File: src/rtl/store_buffer_pkg.sv
// store_buffer_pkg
// Shared constants and types for the store buffer and its forwarding matcher.
//   SB_XLEN   : address/data width
//   SB_IDX_HI : upper bit of the word-index field used for address match
//   SB_IDX_LO : lower bit of the word-index field (byte offset is ignored)
//   st_entry_t: one buffered store {addr, data}
package store_buffer_pkg;

  localparam int SB_XLEN   = 32;
  localparam int SB_IDX_HI = 5;
  localparam int SB_IDX_LO = 2;

  typedef struct packed {
    logic [SB_XLEN-1:0] addr;
    logic [SB_XLEN-1:0] data;
  } st_entry_t;

endpackage

File: src/rtl/store_fwd_match.sv
// store_fwd_match
// DEPTH-way word-index comparator with youngest-first priority select.
// Ports:
//   i_idx      : word index of every storage slot
//   i_data     : data of every storage slot
//   i_wr_ptr   : next write slot; the youngest valid entry sits at i_wr_ptr-1
//   i_count    : number of valid entries (valid ones are i_wr_ptr-1 .. i_wr_ptr-count)
//   i_ld_valid : a load lookup is being presented
//   i_ld_idx   : word index of the load
//   o_hit      : some valid entry matches the load
//   o_data     : data of the youngest matching entry, 0 when no hit
module store_fwd_match
  import store_buffer_pkg::*;
#(
  parameter int DEPTH  = 4,
  parameter int IDX_HI = SB_IDX_HI,
  parameter int IDX_LO = SB_IDX_LO
) (
  input  logic [DEPTH-1:0][IDX_HI-IDX_LO:0] i_idx,
  input  logic [DEPTH-1:0][SB_XLEN-1:0]     i_data,
  input  logic [$clog2(DEPTH)-1:0]          i_wr_ptr,
  input  logic [$clog2(DEPTH):0]            i_count,
  input  logic                              i_ld_valid,
  input  logic [IDX_HI-IDX_LO:0]            i_ld_idx,
  output logic                              o_hit,
  output logic [SB_XLEN-1:0]                o_data
);

  localparam int PW = $clog2(DEPTH);
  localparam int CW = PW + 1;

  logic [PW-1:0] w_slot;

  // Walk from oldest (k=DEPTH) to youngest (k=1); the last match assigned
  // is therefore the youngest one.
  always_comb begin
    o_hit  = 1'b0;
    o_data = '0;
    w_slot = '0;
    for (int k = DEPTH; k >= 1; k--) begin
      w_slot = i_wr_ptr - PW'(k);
      if ((CW'(k) <= i_count) && (i_idx[w_slot] == i_ld_idx)) begin
        o_hit  = 1'b1;
        o_data = i_data[w_slot];
      end
    end
    if (!i_ld_valid) begin
      o_hit  = 1'b0;
      o_data = '0;
    end
  end

endmodule

File: src/rtl/store_buffer.sv
// store_buffer
// In-order FIFO of pending stores between the MEM stage and data memory.
// Ports:
//   clk, reset         : clock, asynchronous active-low reset
//   st_valid/addr/data : store from the pipeline; st_ready = buffer not full
//   ld_valid/ld_addr   : load lookup; fwd_hit/fwd_data give youngest match
//   dm_grant           : data-memory write port free this cycle
//   dm_MemWr/addr/in   : head entry drained into data memory
//   empty/full/count   : occupancy
module store_buffer
  import store_buffer_pkg::*;
#(
  parameter int DEPTH  = 4,
  parameter int IDX_HI = SB_IDX_HI,
  parameter int IDX_LO = SB_IDX_LO
) (
  input  logic                     clk,
  input  logic                     reset,
  input  logic                     st_valid,
  input  logic [SB_XLEN-1:0]       st_addr,
  input  logic [SB_XLEN-1:0]       st_data,
  output logic                     st_ready,
  input  logic                     ld_valid,
  input  logic [SB_XLEN-1:0]       ld_addr,
  output logic                     fwd_hit,
  output logic [SB_XLEN-1:0]       fwd_data,
  input  logic                     dm_grant,
  output logic                     dm_MemWr,
  output logic [SB_XLEN-1:0]       dm_addr,
  output logic [SB_XLEN-1:0]       dm_in,
  output logic                     empty,
  output logic                     full,
  output logic [$clog2(DEPTH):0]   count
);

  localparam int PW = $clog2(DEPTH);
  localparam int CW = PW + 1;
  localparam int IW = IDX_HI - IDX_LO + 1;

  st_entry_t               r_mem [DEPTH];
  logic [PW-1:0]           r_wr_ptr;
  logic [PW-1:0]           r_rd_ptr;
  logic [CW-1:0]           r_count;

  logic                         w_push;
  logic                         w_pop;
  logic [DEPTH-1:0][IW-1:0]     w_idx;
  logic [DEPTH-1:0][SB_XLEN-1:0] w_data;
  logic                         w_unused_ld;

  assign count    = r_count;
  assign full     = (r_count == CW'(DEPTH));
  assign empty    = (r_count == '0);
  // No ready bypass: a pop in a full cycle frees the slot only next cycle.
  assign st_ready = !full;
  assign w_push   = st_valid & st_ready;
  // Drain only from stored entries, so a push into an empty buffer is not
  // written through in the same cycle.
  assign dm_MemWr = !empty & dm_grant;
  assign w_pop    = dm_MemWr;
  assign dm_addr  = empty ? '0 : r_mem[r_rd_ptr].addr;
  assign dm_in    = empty ? '0 : r_mem[r_rd_ptr].data;

  // Only the word-index bits of the load address take part in matching.
  assign w_unused_ld = ^{ld_addr[SB_XLEN-1:IDX_HI+1], ld_addr[IDX_LO-1:0]};

  always_comb begin
    for (int i = 0; i < DEPTH; i++) begin
      w_idx[i]  = r_mem[i].addr[IDX_HI:IDX_LO];
      w_data[i] = r_mem[i].data;
    end
  end

  always_ff @(posedge clk or negedge reset) begin
    if (!reset) begin
      r_wr_ptr <= '0;
      r_rd_ptr <= '0;
      r_count  <= '0;
    end else begin
      if (w_push) r_wr_ptr <= r_wr_ptr + PW'(1);
      if (w_pop)  r_rd_ptr <= r_rd_ptr + PW'(1);
      case ({w_push, w_pop})
        2'b10:   r_count <= r_count + CW'(1);
        2'b01:   r_count <= r_count - CW'(1);
        default: r_count <= r_count;
      endcase
    end
  end

  // Entry contents need no reset; validity is tracked by the pointers/count.
  always_ff @(posedge clk) begin
    if (w_push) r_mem[r_wr_ptr] <= '{addr: st_addr, data: st_data};
  end

  store_fwd_match #(
    .DEPTH  (DEPTH),
    .IDX_HI (IDX_HI),
    .IDX_LO (IDX_LO)
  ) u_fwd (
    .i_idx      (w_idx),
    .i_data     (w_data),
    .i_wr_ptr   (r_wr_ptr),
    .i_count    (r_count),
    .i_ld_valid (ld_valid),
    .i_ld_idx   (ld_addr[IDX_HI:IDX_LO]),
    .o_hit      (fwd_hit),
    .o_data     (fwd_data)
  );

endmodule

File: config.mk
export PLATFORM = sky130hd
export DESIGN_NAME = store_buffer
export DESIGN_NICKNAME = d
export VERILOG_FILES = /design/src/rtl/store_buffer_pkg.sv /design/src/rtl/store_fwd_match.sv /design/src/rtl/store_buffer.sv
export SDC_FILE = /design/constraint.sdc
export NUM_CORES = 1
export LEC_CHECK = 0
export ABC_AREA = 1
export CORE_ASPECT_RATIO = 0.8
export CORE_MARGIN = 5
export CORE_UTILIZATION = 56
export DETAILED_ROUTE_END_ITERATION = 10
export GPL_ROUTABILITY_DRIVEN = 0
export GPL_TIMING_DRIVEN = 0
export PLACE_DENSITY = 0.81
export SYNTH_ARGS = -nofsm -noshare
export SYNTH_HDL_FRONTEND = slang
export SYNTH_SLANG_ARGS = --single-unit
File: constraint.sdc
create_clock -name clk -period 5.35 [get_ports clk]
set_input_delay 1.605 -clock clk [delete_from_list [all_inputs] [get_ports clk]]
set_output_delay 1.605 -clock clk [all_outputs]
set_load 0.005 [all_outputs]
Word level (Yosys, flattened, before mapping)
Memory sizes are Yosys's and may differ from the RTL's.
Index checks and enable logic that the tools add are counted.
{ "classes": {"eq_ne": 7, "mux": 31, "magnitude_cmp": 8, "n_addsub": 7, "reduce_logical": 8, "bitwise": 2} }
{ "ops": {"columns": ["operator", "n"], "rows": [
  ["two-way mux 32 bit", 11],
  ["binary-select mux 32 bit (select 2 bit)", 4],
  ["binary-select mux 4 bit (select 2 bit)", 4],
  ["equality test 4 bit", 4],
  ["two-way mux 4 bit", 4],
  ["less-than comparator 2 x 3 -> 1 bit (second input constant)", 4],
  ["two-way mux 1 bit", 7],
  ["<= comparator 2 x 3 -> 1 bit (first input constant)", 2],
  ["one-hot mux 3 bit (2 select lines)", 1],
  ["adder 2 x 1 -> 2 bit (second input constant)", 2],
  ["logical AND 1 bit", 4],
  ["subtractor 2 bit (second input constant)", 2],
  ["adder 3 x 1 -> 3 bit (second input constant)", 1],
  ["equality test 3 bit (second input constant)", 1],
  ["<= comparator 1 x 3 -> 1 bit (first input constant)", 1],
  ["<= comparator 3 bit (first input constant)", 1],
  ["logical NOT 3 bit", 1],
  ["subtractor 3 x 1 -> 3 bit (second input constant)", 1],
  ["AND 1 bit", 2],
  ["equality test 2 x 1 -> 1 bit (second input constant)", 1],
  ["equality test 2 bit (second input constant)", 1],
  ["logical NOT 1 bit", 2],
  ["nonzero test 2 bit", 1],
  ["subtractor 2 x 1 -> 2 bit (second input constant)", 1]
]} }
{ "word_totals": {"ramBits": 256, "ff_bits": 7, "elab_cells": 67, "mem_count": 1, "input_bits": 101, "out_inout_bits": 104} }
{ "mem_list": {"columns": ["name", "words", "width", "rd", "rd_clocked_by_memory_dff", "wr", "line_no", "rtl"], "rows": [
  ["r_mem", 4, 64, 5, 0, 1, "store_buffer.sv:40", "st_entry_t r_mem [DEPTH];"]
]} }

Logic depth before layout (Yosys ltp)
{ "depth": {"depth_word": 9, "ltp_mapped": 19, "depth_no_buf": 13} }

Modules after synthesis
Synthesis repeated with hierarchy kept, for this count alone.
{ "hier_totals": {"hier_cells": 2195, "area_unflattened_um2": 16324.4} }
{ "by_module_without_submodules": {"columns": ["mod", "instances", "cells_each", "area_per_inst_um2", "seq_area_each_um2"], "rows": [
  ["store_buffer", 1, 1068, 11280.8, 7862.5],
  ["store_fwd_match", 1, 1127, 5043.6, 0.0]
]} }

Least setup slack after synthesis
No wires, ideal clock.
{ "synth_path": {"path_type": "in2reg", "from": "in st_valid", "to": "mem r_mem[0][0] (netlist name), enable pin", "path_buffers": 0, "path_slack_ns": 0.405, "setup_time_ns": 0.487, "t_arrival_ns": 4.458, "cell_stages": 2, "t_required_ns": 4.863, "cell_sequence": "nand2_1 nor2_1"} }
{ "synth_between": {"elab_chain_len": 3} }
{ "synth_rtl": {"columns": ["item", "line_no", "rtl"], "rows": [
  ["start: declaration", "store_buffer.sv:19", "input logic st_valid,"],
  ["AND 1 bit", "store_buffer.sv:56", "assign w_push = st_valid & st_ready;"],
  ["two-way mux 1 bit", "store_buffer.sv:92", "if (w_push) r_mem[r_wr_ptr] <= '{addr: st_addr, data: st_data};"],
  ["two-way mux 1 bit (implied by the code)", "store_buffer.sv:92", null],
  ["end: declaration", "store_buffer.sv:40", null]
]} }
Every way passes these cells.

Worst setup path after layout
{ "layout_path": {"from": "in ld_addr[3]", "to": "out fwd_data[1]"} }
{ "layout_between": {"elab_chain_len": 7, "word_cells_on_any_way": 13, "classes_between": "eq/ne (4); mux (5); reduce/logical (4)"} }
{ "layout_rtl": {"columns": ["item", "line_no", "rtl"], "rows": [
  ["start: declaration", "store_buffer.sv:24", "input logic [SB_XLEN-1:0] ld_addr,"],
  ["equality test 4 bit", "store_fwd_match.sv:42", "if ((CW'(k) <= i_count) && (i_idx[w_slot] == i_ld_idx)) begin"],
  ["logical AND 1 bit", "store_fwd_match.sv:42", null],
  ["two-way mux 32 bit (3 in series)", "store_fwd_match.sv:42", null],
  ["two-way mux 32 bit *", "store_fwd_match.sv:42", null],
  ["two-way mux 32 bit *", "store_fwd_match.sv:47", "if (!i_ld_valid) begin"],
  ["end: declaration", "store_buffer.sv:26", "output logic [SB_XLEN-1:0] fwd_data,"]
]} }
Every way passes the cells marked *; elsewhere a longest branch is shown, timed or not.

==> run summary <==
buffers added on ports = 175
Static Leakage = 7.61 nW
Clk Latency, worst-skew pair = 570 ps
Avg WL per Cell = 20.5 microns
syn nets = 2059
initial antenna violation count = 3
Die Span Y = 158 microns
crit path DAT = 3660 ps
Site Rows = 54
gr usage total = 32.4%
Top FF cell, synth = edfxtp_1
Hold WC Path Type = reg -> reg
Critical Path Fanout Max = 10
Hold Vio Cnt, Final = 0
Via density = 6.15
Worst-path clk slew = 60 ps
Worst Skew = 13.9 ps
Final setup viols = 0
area share of the largest cell type after synthesis = 49.9%
DRC Markers = 0
final worst slack = 82.2 ps
Post-synth EDFFs = 256
Async SR Flop Fraction = 2.66%
max-cap viol count = 0
Final Max Slew Viols = 0
yosys synthesis warning count = 0
Syn Inst Count = 1948
GR Overflow Total = 0
Fill cells = 2117
final core occ = 69.8%
top post-synthesis cells by area = edfxtp_1 (50%), nand2_1 (12%), o21ai_0 (10%), nor2_1 (6.6%), inv_1 (3.6%)
Top Ports = 205
HP Start = count[0]
post-synthesis cell area = 15400 sq um
WS Path Type = in -> out
unrepaired setup endpoints after global routing = no
worst slew pin tran = 871 ps
Die Area = 31000 sq um
via count = 15.7k
syn_area_per_cell = 7.91 sq um
headroom to the max-slew limit = 42.0%
final hold slack = 603 ps
Starting Density = 56.6%
share of cells above drive strength 1 = 7.55%
global-route wire length before repair = 79.8 mm
First DRT Iteration DRCs = 2535
Final HPWL DP = 36.2 mm
Total Wirelength = 52.2 mm
TritonRoute pass-1 iters = 7
Layout area overhead = 23.2%
CTS tree = built
synthesized flop and latch total = 263
Die Width = 196 microns
PD cells = 680 nW/um^2
Post-CTS Hold Fix Bufs = 0
largest net degree at the start of global routing = 28
TritonCTS Sinks = 263
Worst Setup Start Kind = primary input
root buf cell = clkbuf_16
number of distinct library cells after synthesis = 27
Routed Antenna Nets = 0
fmax = 0.190 GHz
status = completed
Setup WS pre-CTS = -497 ps
CP required = 3740 ps
cell taking the most area after synthesis = edfxtp_1
nets = 2275
Seq/Total Area, Yosys = 51.0%
TritonCTS Buffers = 28
deepest clock path buffer count = 3
core area = 27200 sq um
fin crit share = 98.5%
Worst setup EP type = output pin
H-tree Lvls = 1
Crit. Startpoint = ld_addr[3]
Max IR drop VDD = 431 uV
number of global-route vias before repair = 14.7k
post-layout min period = 5270 ps
RR Startpoint = count[0]
-- cell type report --
class	instances	area [sq um]	area share, %
sequential	263	7860	41.4
multi-input combinational	1387	6420	33.8
timing repair buffer	191	2040	10.7
buffer	139	727	3.83
clock buffer	33	719	3.79
inverter	154	593	3.12
tap	364	455	2.40
clock inverter	18	179	0.942
antenna	2	5.00	0.0263
-- worst paths after layout --
path	slack (ps)	endpoint	depth (start not counted)
hold / removal	600	count[0]	1
setup / recovery	80	fwd_data[1]	12
max in group asynchronous	3760	r_wr_ptr[0]	1
min in group asynchronous	1310	r_wr_ptr[0]	1
setup reg to reg	2500	r_mem[0][23]	7
hold reg to reg	600	count[0]	1
-- registers in the layout, indices dropped and copies added, names as in the netlist --
name      cells
r_wr_ptr      2
r_mem       256
r_rd_ptr      2
count         3
-- critical path, stage by stage --
cell and delay (ps):
dlygate4sd2_1 270, inv_2 110, nand3_1 90, nand2_1 80
nor2_2 60, nand3_4 160, inv_2 110, buf_4 190
nor2_1 130, nand2_1 70, a21oi_1 210, clkdlybuf4s50_1 570
-- power breakdown --
| group | internal (mW) | switching (mW) |
|---|---|---|
| Clock | 1.11 | 0.824 |
| Combinational | 2.93 | 5.18 |
| Sequential | 2.72 | 0.163 |
-- what timing repair did --
item | CTS | global route
resized for setup | 71 | 22
endpoints found under the setup margin | 33 | 27
gates cloned | 1 | 0
buffers inserted | 3 | 2
pin swaps | 4 | 5
-- cells in the mapped netlist, types with 29 or more instances --
cell      instances
nor2_1          271
o211ai_1         32
nand2_1         488
buf_2            40
edfxtp_1        256
a21oi_2          29
o21ai_1          42
nand3_1          47
inv_1           149
a21oi_1         104
o21ai_0         318
clkbuf_1         73
nand4_1          33
-- placed cells by master, fill, tap and decap left out, types with 9 or more instances in the layout --
| cell | instances |
|---|---|
| nand2_1 | 488 |
| buf_4 | 17 |
| o21ai_0 | 318 |
| a21oi_1 | 102 |
| clkdlybuf4s50_1 | 154 |
| buf_1 | 16 |
| nand4_1 | 33 |
| dlygate4sd2_1 | 12 |
| buf_6 | 13 |
| o211ai_1 | 32 |
| o21ai_1 | 42 |
| clkbuf_16 | 28 |
| buf_2 | 23 |
| clkbuf_1 | 71 |
| inv_1 | 147 |
| nand3_1 | 46 |
| ha_1 | 9 |
| nor2_1 | 264 |
| a21oi_2 | 31 |
| edfxtp_1 | 256 |
-- metal layers --
metal | part of all wire, % | vias up | routed length (microns) | global-route usage, %
li1 | - | 6974 | - | -
met1 | 38 | 7239 | 20100 | 43.6
met2 | 44 | 1231 | 22700 | 49.9
met3 | 13 | 253 | 6750 | 8.38
met4 | 5.1 | 2 | 2670 | 14.9
met5 | 0.011 | - | 6 | 0
-- cell families after synthesis --
| logic type | count (synthesis) | share of synthesized area [%] |
|---|---|---|
| AND/OR/NAND/NOR | 844 | 21.6 |
| AO/OA/AOI/OAI | 526 | 18.3 |
| buffers and inverters | 298 | 7.90 |
| flip-flops | 263 | 51.0 |
| adder cells (fa/ha/maj) | 10 | 0.812 |
| XOR/XNOR | 7 | 0.398 |
-- per-stage QoR --
stage / total power [mW] / TNS, ps / std cells / cell area [sq um]
final: 12.9 / 0 / 2551 / 19000
after global routing: 13.6 / 0 / 2551 / 19000
after CTS: 12.6 / 0 / 2549 / 19000
after detailed placement: 10.5 / -14580 / 2497 / 17900
after global placement: 10.3 / -625900 / 2487 / 17600
after floorplan: 7.33 / 0 / 1948 / 15400
Power figures use the tool's default switching activity.
